**config.mk**
```make
export PLATFORM = sky130hd
export DESIGN_NAME = lz77_decoder
export DESIGN_NICKNAME = d
export VERILOG_FILES = /design/src/rtl/lz77_pkg.sv /design/src/rtl/lz77_search_buf.sv /design/src/rtl/lz77_decoder.sv
export SDC_FILE = /design/constraint.sdc
export NUM_CORES = 1
export LEC_CHECK = 0
export ABC_CLOCK_PERIOD_IN_PS = 4800
export BUFFER_PORTS_ARGS = -buffer_cell sky130_fd_sc_hd__buf_2
export CAP_MARGIN = 20
export CELL_PAD_IN_SITES_DETAIL_PLACEMENT = 1
export CELL_PAD_IN_SITES_GLOBAL_PLACEMENT = 1
export CORE_MARGIN = 2
export CORE_UTILIZATION = 35
export DETAILED_ROUTE_END_ITERATION = 10
export HOLD_SLACK_MARGIN = 0.08
export PLACE_DENSITY_LB_ADDON = 0.1
export SKIP_CTS_REPAIR_TIMING = 1
export SYNTH_ARGS = -nofsm -noshare
export SYNTH_HDL_FRONTEND = slang
export SYNTH_SLANG_ARGS = --single-unit
```
**constraint.sdc**
```tcl
create_clock -name clk -period 4.8 [get_ports clk]
set_input_delay 0 -clock clk [delete_from_list [all_inputs] [get_ports clk]]
set_output_delay 0 -clock clk [all_outputs]
set_load 0.005 [all_outputs]
```
**src/rtl/lz77_pkg.sv**
```systemverilog
// Shared types and defaults for the LZ77 decoder slice.
package lz77_pkg;

    typedef enum logic [1:0] {
        IDLE,
        COPY,
        LIT,
        DONE
    } state_t;

    localparam logic [7:0] LZ77_END_CHAR     = 8'h24;
    localparam int         LZ77_SEARCH_DEPTH = 7;
    localparam int         LZ77_MAX_LEN      = 2;
    localparam int         LZ77_OFFSET_W     = 4;
    localparam int         LZ77_LEN_W        = 3;

endpackage

```
**src/rtl/lz77_search_buf.sv**
```systemverilog
// Sliding search buffer: newest character at entry 0, one combinational read port by offset.
module lz77_search_buf
    import lz77_pkg::*;
#(
    parameter int SEARCH_DEPTH = LZ77_SEARCH_DEPTH,
    parameter int OFFSET_W     = LZ77_OFFSET_W,
    parameter int FILL_W       = $clog2(SEARCH_DEPTH + 1)
) (
    input  logic                clk,
    input  logic                reset,
    input  logic                push,
    input  logic [7:0]          push_data,
    input  logic [OFFSET_W-1:0] rd_offset,
    output logic [7:0]          rd_data,
    output logic [FILL_W-1:0]   fill
);

    logic [7:0] sbuf [SEARCH_DEPTH];

    always_ff @(posedge clk or posedge reset) begin
        if (reset) begin
            for (int i = 0; i < SEARCH_DEPTH; i++) begin
                sbuf[i] <= 8'h00;
            end
            fill <= '0;
        end else if (push) begin
            sbuf[0] <= push_data;
            for (int i = 1; i < SEARCH_DEPTH; i++) begin
                sbuf[i] <= sbuf[i-1];
            end
            if (int'(fill) < SEARCH_DEPTH) begin
                fill <= fill + 1'b1;
            end
        end
    end

    // Offsets past the end of the buffer read as zero, same as never-written entries.
    always_comb begin
        rd_data = 8'h00;
        for (int i = 0; i < SEARCH_DEPTH; i++) begin
            if (int'(rd_offset) == i) begin
                rd_data = sbuf[i];
            end
        end
    end

endmodule

```
**src/rtl/lz77_decoder.sv**
```systemverilog
// Streaming LZ77 token decoder, one output character per cycle.
// Define LZ77_DEC_CHECK_EN to build the sticky token-legality check driving err.
module lz77_decoder
    import lz77_pkg::*;
#(
    parameter int SEARCH_DEPTH = LZ77_SEARCH_DEPTH,
    parameter int MAX_LEN      = LZ77_MAX_LEN,
    parameter int OFFSET_W     = LZ77_OFFSET_W,
    parameter int LEN_W        = LZ77_LEN_W
) (
    input  logic                clk,
    input  logic                reset,
    input  logic                in_valid,
    output logic                in_ready,
    input  logic [OFFSET_W-1:0] in_offset,
    input  logic [LEN_W-1:0]    in_len,
    input  logic [7:0]          in_char,
    output logic                out_valid,
    output logic [7:0]          out_char,
    output logic                finish,
    output logic                err
);

    localparam int FILL_W = $clog2(SEARCH_DEPTH + 1);

    state_t              state;
    state_t              state_nxt;
    logic [OFFSET_W-1:0] offset_q;
    logic [LEN_W-1:0]    copy_cnt;
    logic [7:0]          char_q;
    logic                accept;
    logic                push;
    logic                emit;
    logic [7:0]          emit_char;
    logic [7:0]          rd_data;
    logic [FILL_W-1:0]   fill;

    assign in_ready = (state == IDLE);
    assign accept   = in_valid && in_ready;

    lz77_search_buf #(
        .SEARCH_DEPTH (SEARCH_DEPTH),
        .OFFSET_W     (OFFSET_W),
        .FILL_W       (FILL_W)
    ) u_search_buf (
        .clk       (clk),
        .reset     (reset),
        .push      (push),
        .push_data (emit_char),
        .rd_offset (offset_q),
        .rd_data   (rd_data),
        .fill      (fill)
    );

    always_ff @(posedge clk or posedge reset) begin
        if (reset) begin
            state <= IDLE;
        end else begin
            state <= state_nxt;
        end
    end

    // Copied characters are pushed back as they are emitted, so a fixed offset replicates overlapping matches.
    always_comb begin
        state_nxt = state;
        push      = 1'b0;
        emit      = 1'b0;
        emit_char = 8'h00;
        case (state)
            IDLE: begin
                if (in_valid) begin
                    state_nxt = (in_len != '0) ? COPY : LIT;
                end
            end
            COPY: begin
                emit      = 1'b1;
                emit_char = rd_data;
                push      = 1'b1;
                if (copy_cnt == LEN_W'(1)) begin
                    state_nxt = LIT;
                end
            end
            LIT: begin
                emit      = 1'b1;
                emit_char = char_q;
                if (char_q == LZ77_END_CHAR) begin
                    state_nxt = DONE;
                end else begin
                    push      = 1'b1;
                    state_nxt = IDLE;
                end
            end
            DONE: begin
                state_nxt = DONE;
            end
            default: begin
                state_nxt = IDLE;
            end
        endcase
    end

    always_ff @(posedge clk or posedge reset) begin
        if (reset) begin
            offset_q  <= '0;
            copy_cnt  <= '0;
            char_q    <= 8'h00;
            out_valid <= 1'b0;
            out_char  <= 8'h00;
            finish    <= 1'b0;
        end else begin
            out_valid <= emit;
            if (emit) begin
                out_char <= emit_char;
            end
            if (accept) begin
                offset_q <= in_offset;
                copy_cnt <= in_len;
                char_q   <= in_char;
            end else if (state == COPY) begin
                copy_cnt <= copy_cnt - 1'b1;
            end
            if (state == LIT && char_q == LZ77_END_CHAR) begin
                finish <= 1'b1;
            end
        end
    end

`ifdef LZ77_DEC_CHECK_EN
    // Only flags the token; decoding carries on with whatever the buffer holds.
    logic bad_token;

    always_comb begin
        bad_token = (int'(in_offset) >= SEARCH_DEPTH) ||
                    ((in_len != '0) && (int'(in_offset) >= int'(fill))) ||
                    (int'(in_len) > MAX_LEN);
    end

    always_ff @(posedge clk or posedge reset) begin
        if (reset) begin
            err <= 1'b0;
        end else if (accept && bad_token) begin
            err <= 1'b1;
        end
    end
`else
    logic unused_ok;

    assign err       = 1'b0;
    assign unused_ok = &{1'b0, fill, (MAX_LEN > 0)};
`endif

endmodule

```
## Word-level counts from Yosys, hierarchy flattened

Index checks and enable logic that the tools add are counted.

- Register bits: 83
- Latch bits: 0
- Memory bits (writable): 0
- ROM bits: 0
- Output and inout port bits: 12
- Logic and storage cells: 54
- Memories kept: 0

- Add/sub/neg operators: 1
- Multiply operators: 0
- Div/mod/pow operators: 0
- Magnitude comparators: 0
- Equal/unequal tests: 13
- Shifts and indexed selects: 0
- Muxes and demuxes: 18
- Bitwise logic cells: 0
- Reductions and logical operators: 8

Operators by type and width:

| cell | number |
|---|---|
| 2-to-1 mux 8 bit | 7 |
| one-hot mux 8 bit (2 select lines) | 1 |
| equality test 4 bit (second input constant) | 3 |
| equality test 4 x 3 -> 1 bit (second input constant) | 2 |
| equality test 8 x 6 -> 1 bit (second input constant) | 1 |
| 2-to-1 mux 2 bit | 4 |
| one-hot mux 2 bit (4 select lines) | 1 |
| 2-to-1 mux 3 bit | 2 |
| equality test 2 bit (second input constant) | 2 |
| equality test 4 x 2 -> 1 bit (second input constant) | 1 |
| zero test 4 bit | 1 |
| inequality test 2 bit (second input constant) | 2 |
| equality test 3 x 1 -> 1 bit (second input constant) | 1 |
| nonzero test 3 bit | 1 |
| subtractor 3 x 1 -> 3 bit (second input constant) | 1 |
| equality test 2 x 1 -> 1 bit (second input constant) | 1 |
| logical AND 1 bit | 2 |
| zero test 2 bit | 1 |
| 2-to-1 mux 1 bit | 2 |
| one-hot mux 1 bit (2 select lines) | 1 |
| AND reduction 2 bit | 1 |
| nonzero test 2 bit | 1 |
| OR reduction 2 bit | 1 |

## Longest topological paths before layout

Gate-level depths: netlist (run 1).

- Word-level depth: 9
- Depth in mapped cells: 8
- Depth with buffers taken out: 7

## By module

Synthesis (run 1) repeated with hierarchy kept, for this count alone.

- Cell total of the unflattened synthesis: 371
- Area total of the unflattened synthesis: 4185.3 µm²

By module, submodules not included:

| module | instances | cells each | area each (µm²) | sequential area each (µm²) |
|---|---|---|---|---|
| lz77_search_buf | 1 | 251 | 2852.7 | 1476.4 |
| lz77_decoder | 1 | 120 | 1332.5 | 675.6 |

## Least setup slack after synthesis (run 1)

Ideal clock, no wire load.

- Path kind: flip-flop to flip-flop
- From: register char_q[4]
- To: register u_search_buf.sbuf[33] in the netlist's numbering
- Arrival time: 1.617 ns
- Data required time: 4.675 ns
- Path slack: 3.058 ns
- Stages on the path, launching flop included: 6
- Path through: dfrtp_1 -> nor4b_2 -> a41oi_1 -> o21ai_4 -> buf_6 -> mux2_2

- Cells in the longest elaborated chain, start to end: 3

Ends and longest elaborated chain:

| item | RTL line | RTL |
|---|---|---|
| start, declared | lz77_decoder.sv:30 | `logic [7:0] char_q;` |
| start signal, assigned | lz77_decoder.sv:118 | `char_q <= in_char;` |
| equality test 8 x 6 -> 1 bit | lz77_decoder.sv:86 | `if (char_q == LZ77_END_CHAR) begin` |
| 2-to-1 mux 1 bit | lz77_decoder.sv:86 |  |
| one-hot mux 1 bit (2 select lines) | lz77_decoder.sv:69 | `case (state)` |
| end signal, assigned by index | lz77_search_buf.sv:29 | `sbuf[i] <= sbuf[i-1];` |
| end, declared | lz77_search_buf.sv:18 | `logic [7:0] sbuf [SEARCH_DEPTH];` |

No other way between the ends.
A chain may end at the register's enable or synchronous reset.

## Final worst setup path (run 1)

- From: register state[0]
- To: register u_search_buf.sbuf[16] in the netlist's numbering

- Cells in the longest elaborated chain, start to end: 2

Ends and longest elaborated chain:

| item | RTL line | RTL |
|---|---|---|
| start, declared | lz77_decoder.sv:26 | `state_t state;` |
| start signal, assigned | lz77_decoder.sv:59 | `state <= state_nxt;` |
| equality test 2 bit / equality test 2 x 1 -> 1 bit (equally long branches) | lz77_decoder.sv:69 |  |
| one-hot mux 1 bit (2 select lines) * | lz77_decoder.sv:69 |  |

Mark *: on every way between the ends. The rest lies on a longest branch, timed or not.

==> impl_results.md, run 1 <==
* Outcome: finished clean
* Hold slack at 193 ps
* Num CTS Buffers at 9
* Min-Delay Path Class: input pin to flip-flop
* Ys flop type: dfrtp_1
* Final ANT Viol Nets at 0
* Final Power at 1.46 mW
* Worst R2R Setup Slack at 2220 ps
* Slew Limit Headroom at 36.6%
* Max FO, Critical Path at 28
* TNS Setup at 0 ps
* Seq/Total Area, Yosys at 51.9%
* CP max-delay cell: o21ai_4
* Final Slew Violations at 0
* Delay of the slowest critical-path stage at 570 ps
* Yosys cell types at 39
* Main area contributors after synthesis: dfrtp_1, mux2_2, o21ai_0
* First-pass GRT wire length at 16100 microns
* Max Cap Violations at 0
* Pleak at 2.17 nW
* GRT Residual Overflow at 0
* Clock H-tree levels at 3
* Antenna violations before repair at 0
* Syn_nets at 374
* Area delta synth->final at 17.2%
* #FFs+latches synth at 83
* Cell taking the most area after synthesis: dfrtp_1
* DRT iter0 DRCs at 95
* Placed cells at 503
* Tmin final at 2580 ps
* Finished Layout Cells at 535
* Routed WL at 9750 microns
* Power per cell area at 312 nW/um^2
* Syn avg cell area at 11.4 sq um
* Vias in the first global route at 2882
* Clock Skew at 5.72 ps
* CP required at 5020 ps
* Die Wd at 111 microns
* Post-synth ARST share at 100%
* EDFF count, synth at 0
* Largest net degree at the start of global routing at 56
* Post-Place Cell Area at 4220 sq um
* RSZ-0062 raised after global routing: false
* Pre-antenna DRT Iters at 4
* Final period util at 53.6%
* Critical path class: flip-flop to flip-flop
* Root buffer cell: clkbuf_16
* Final net count at 411
* DP Worst Slack at 2220 ps
* Max Fclk at 388 MHz
* Post-route cell area at 4690 sq um
* CP endpoint kind: flip-flop
* Drt drc at 0
* Fill count at 1208
* Final Wtd Congestion at 0.690
* Num Clock Sinks at 83
* CTS clk-pin slew, worst paths at 60 ps
* Vias per std cell at 5.19
* Hold Fails Final Rpt at 0
* ANT cells at 0
* Die area at 12300 sq um
* Gate Count Post-Synth at 350
* Die Y at 111 microns
* Post-synth top area share at 51.9%
* Arrival time worst endpoint at 2800 ps
* Final Core Density at 41.6%
* HPWL Detailed at 6420 microns
* Via count at 2779
* FF+latch area at 2080 sq um
* Worst skew pair latency at 340 ps
* Final setup vio count at 0
* Most instantiated cells after synthesis: dfrtp_1, mux2_2, o21ai_0, a21oi_1, nand2_1
* Synthesized area at 4000 sq um
* Final setup margin at 2220 ps
* # IOs at 30
* Most numerous cell in the Yosys netlist: dfrtp_1
* Initial core utilization at 35.5%
* Crit path cell chain: inv_1 -> ha_1 -> inv_1 -> a41oi_1 -> o21ai_4 -> buf_4 -> mux2_2
* Core Footprint at 11300 sq um
* Slew @ Worst Pin at 951 ps
* CTS tree: built
* Startpoint types: flip-flop
* PortBufs at 28
* Tot GR Track Use at 16.7%
* Synth Warn # at 0
* Ratio of cells with drive above 1 in the final layout at 27.3%
* Num rows at 39
* Worst IR Drop VDD at 0.150 mV
* Footprint of the multi-input gates at 1730 sq um
* Cell mode on critical path: inv_1
* Clock tree buffer depth at 2
* DR WL/cell at 18.2 microns
## final timing paths
check / endpoint / cells past startpoint / from
worst min register to register: u_search_buf.sbuf[21] / 1 / u_search_buf.sbuf[21]
min in group asynchronous: u_search_buf.sbuf[35] / 3 / reset
max in group asynchronous: u_search_buf.sbuf[31] / 4 / reset
worst min-delay path: state[0] / 4 / in_valid
worst max register to register: u_search_buf.sbuf[16] / 7 / state[0]
worst max-delay path: u_search_buf.sbuf[16] / 7 / state[0]
## worst max-delay path, delay by kind of cell (launching register included)
kind	cells	cell delay (ps)
adder cells (fa/ha/maj)	1	410
AO/OA/AOI/OAI	2	640
multiplexers	1	380
buffers and inverters	3	640
flip-flops	1	380
## per-layer routing
| layer | global-route usage (%) | routed length, microns | up-vias |
|---|---|---|---|
| li1 | - | - | 1309 |
| met1 | 23.7 | 4650 | 1423 |
| met2 | 26.1 | 4720 | 36 |
| met3 | 2.13 | 231 | 11 |
| met4 | 6.25 | 142 | 0 |
| met5 | 0 | 0 | - |
## registers in the layout (all words and copies together) (netlist names)
| signal | count |
|---|---|
| offset_q | 4 |
| u_search_buf.sbuf | 56 |
| state | 2 |
| char_q | 8 |
| copy_cnt | 3 |
| out_valid | 1 |
| out_char | 8 |
| finish | 1 |
## cell families after synthesis
| kind of cell | count (synthesis) | synth area share, % |
|---|---|---|
| compound gates | 85 | 12.8 |
| xor+xnor | 2 | 0.438 |
| fa+ha+maj | 6 | 1.87 |
| buf+inv | 37 | 4.81 |
| flops | 83 | 51.9 |
| mux | 64 | 18.5 |
| other cells | 1 | 0.0937 |
| simple gates | 72 | 9.59 |
## cell usage in the layout, fill, tap and decap left out, types with 2 or more instances in the layout
master         Yosys  final
mux4_2             2      2
mux2_1            11     11
nor2_1            16     16
nand2b_1          12     12
mux2_2            49     49
a221oi_1           5      5
o31a_1             2      2
nand3b_1           3      3
nor2b_1            5      5
o21ai_1            2      2
clkinvlp_4         0      2
clkbuf_16          0      9
a31oi_1            3      3
clkbuf_8           0      3
dlygate4sd3_1      0     16
dfrtp_1           83     83
mux2i_1            2      2
nand4b_1           2      2
buf_2              7     28
ha_1               6      6
nor3_1             5      5
buf_4              2      4
o21ai_0           34     34
a21oi_1           25     25
nand2_1           23     23
a31o_2             5      5
inv_1             15     14
o2bb2ai_1          5      5
## power breakdown
group          leakage (nW)  internal (mW)  switching [mW]  total, mW
sequential             1.13          0.699               0      0.699
clock                 0.148          0.446           0.286      0.732
combinational         0.891         0.0140          0.0185     0.0325
## final cells by class
cell class | instances | area share, %
clock buffers | 13 | 5.76
clock inverters | 3 | 0.960
inverters | 15 | 1.23
multi-input cells | 230 | 37.0
flip-flops and latches | 83 | 44.3
well taps | 143 | 3.81
repair buffers | 48 | 7.04
(Power assumes the default switching activity.)
==> inputs of run 2 (changes only) <==
ABC_AREA = 1   (was unset)
ABC_CLOCK_PERIOD_IN_PS = 2200   (was 4800)
clock period = 2.2 ns   (was 4.8 ns; I/O delays follow)
==> impl_results.md, run 2 <==
* CP required at 2450 ps
* Seq/Total Area, Yosys at 50.6%
* Post-route cell area at 4850 sq um
* Vias in the first global route at 3588
* Gate Count Post-Synth at 506
* Most numerous cell in the Yosys netlist: nand2_1
* Met2 Routed Length at 5190 microns
* # IOs at 30
* CTS clk-pin slew, worst paths at 70 ps
* Combinational Power Share at 2.3%
* Num Clock Sinks at 83
* Final Wtd Congestion at 0.777
* Final setup vio count at 0
* Max reg flops at 56
* Vias per std cell at 4.79
* CTS tree: built
* Largest net degree at the start of global routing at 56
* Biggest regs: u_search_buf.sbuf (56), char_q (8), out_char (8)
* DRT iter0 DRCs at 193
* Synthesized area at 4100 sq um
* DR top layer: met4
* Final Slew Violations at 0
* Worst IR Drop VDD at 0.317 mV
* ANT cells at 0
* Core Footprint at 11400 sq um
* #FFs+latches synth at 83
* Max Fclk at 527 MHz
* Tot GR Track Use at 18.8%
* Area delta synth->final at 18.2%
* Root buffer cell: clkbuf_16
* Final Core Density at 42.5%
* Slew Limit Headroom at 63.9%
* First-pass GRT wire length at 18500 microns
* Max FO, Critical Path at 40
* Clock power share at 49.7%
* Hold Fails Final Rpt at 0
* WL met1 at 5340 microns
* Critical path class: flip-flop to flip-flop
* Metal3 WL at 209 microns
* Post-synth ARST share at 100%
* Min-Delay Path Class: input pin to flip-flop
* Final ANT Viol Nets at 0
* Tmin final at 1900 ps
* RSZ-0062 raised after global routing: false
* Ratio of cells with drive above 1 in the final layout at 17.5%
* NetSw at 0.722 mW
* Clock tree buffer depth at 2
* Die Wd at 112 microns
* Routed WL at 10900 microns
* Most flops, register: u_search_buf.sbuf
* Via count at 3331
* Net Sw Frac at 22.7%
* Yosys cell types at 28
* Seq pwr share at 48.0%
* Most frequent cells in the layout: nand2_1, dfrtp_1, inv_1
* CP endpoint kind: flip-flop
* EDFF count, synth at 0
* Num rows at 39
* PortBufs at 28
* Syn avg cell area at 8.11 sq um
* Most instantiated cells after synthesis: nand2_1, dfrtp_1, inv_1, nand3_1, o21ai_0
* Post-Place Cell Area at 4380 sq um
* Synth Warn # at 0
* TNS Setup at 0 ps
* Max Cap Violations at 0
* DR WL/cell at 15.7 microns
* Die area at 12600 sq um
* Ys flop type: dfrtp_1
* Drt drc at 0
* Die Y at 112 microns
* Final period util at 86.3%
* HPWL Detailed at 7830 microns
* Commonest non-fill, non-tap cell in the layout: nand2_1
* Post-synth top area share at 50.6%
* Num CTS Buffers at 9
* Antenna violations before repair at 0
* Clock Skew at 6.78 ps
* Worst skew pair latency at 350 ps
* Arrival time worst endpoint at 2150 ps
* Pre-antenna DRT Iters at 4
* Clock H-tree levels at 3
* Cell taking the most area after synthesis: dfrtp_1
* Final net count at 572
* Syn_nets at 530
* Initial core utilization at 35.9%
* Pleak at 2.47 nW
* GRT Residual Overflow at 0
* Cell-internal power at 2.46 mW
* Final Power at 3.18 mW
* Startpoint types: flip-flop
* Slew @ Worst Pin at 540 ps
* Hold slack at 55.8 ps
* Main area contributors after synthesis: dfrtp_1, nand2_1, inv_1
* Power per cell area at 656 nW/um^2
* Outcome: finished clean
==> run 2: changes by cell type after synthesis, moves of 15 or more <==
cell	delta
mux2_2	-49
o21ai_1	+15
nand3_1	+34
a21oi_1	-23
nand2_1	+174
inv_1	+40
==> run 2: cell type report <==
type	instances	area, sq um
Timing Repair Buffer	52	410
Tap cell	143	179
Multi-Input combinational cell	340	1640
Clock inverter	7	83.8
Sequential cell	83	2080
Inverter	62	235
Clock buffer	9	225
Fill cell	1401	6570
==> run 2: worst paths after layout <==
| kind | startpoint | endpoint | slack (ps) | cells after the start |
|---|---|---|---|---|
| worst max-delay path | state[0] | u_search_buf.sbuf[42] | 300 | 7 |
| worst min-delay path | in_valid | state[1] | 60 | 4 |
| worst max register to register | state[0] | u_search_buf.sbuf[42] | 300 | 7 |
| worst min register to register | finish | finish | 480 | 2 |
| max in group asynchronous | reset | u_search_buf.sbuf[46] | 1280 | 4 |
| min in group asynchronous | reset | copy_cnt[2] | 230 | 3 |
==> run 2: cells by family (layout without fill, tap and decap cells) <==
logic type                 Yosys count  in the layout  share of synthesized area (%)
AOI/OAI and AO/OA                   64             64                           9.15
adders and majority gates            6              6                           1.83
xor gates and xnor gates             1              1                          0.214
DFF                                 83             83                           50.6
buffers and inverters               83            130                           9.49
other                                1              1                         0.0914
and+or+nand+nor                    268            268                           28.6
==> run 2: layer usage <==
metal | GRT usage, % | vias up
li1 | - | 1663
met1 | 25.2 | 1615
met2 | 31.1 | 39
met3 | 2.92 | 14
met4 | 6.34 | 0
met5 | 0 | -
==> run 2: worst max-delay path, cell delays in order (launching register included) <==
cell	delay [ps]
dfrtp_1	380
inv_1	90
ha_1	530
inv_2	190
a21oi_2	190
buf_12	220
nand2_1	90
o21ai_0	100
==> run 2: power groups by stage <==
| stage | logic [mW] | clock network [mW] | registers, mW |
|---|---|---|---|
| after CTS | 0.0548 | 1.62 | 1.52 |
| after global placement | 0.0538 | 0 | 1.55 |
| after detailed placement | 0.0546 | 0 | 1.55 |
| after global routing | 0.0842 | 1.67 | 1.52 |
| final | 0.0731 | 1.58 | 1.53 |
| after floorplan | 0.0243 | 0 | 1.55 |
==> run 2: stage by stage <==
stage,worst slack [ps],cells
finish,302,696
floorplan,63.2,506
global route,85.7,696
detailed placement,282,664
global placement,304,664
CTS,252,680
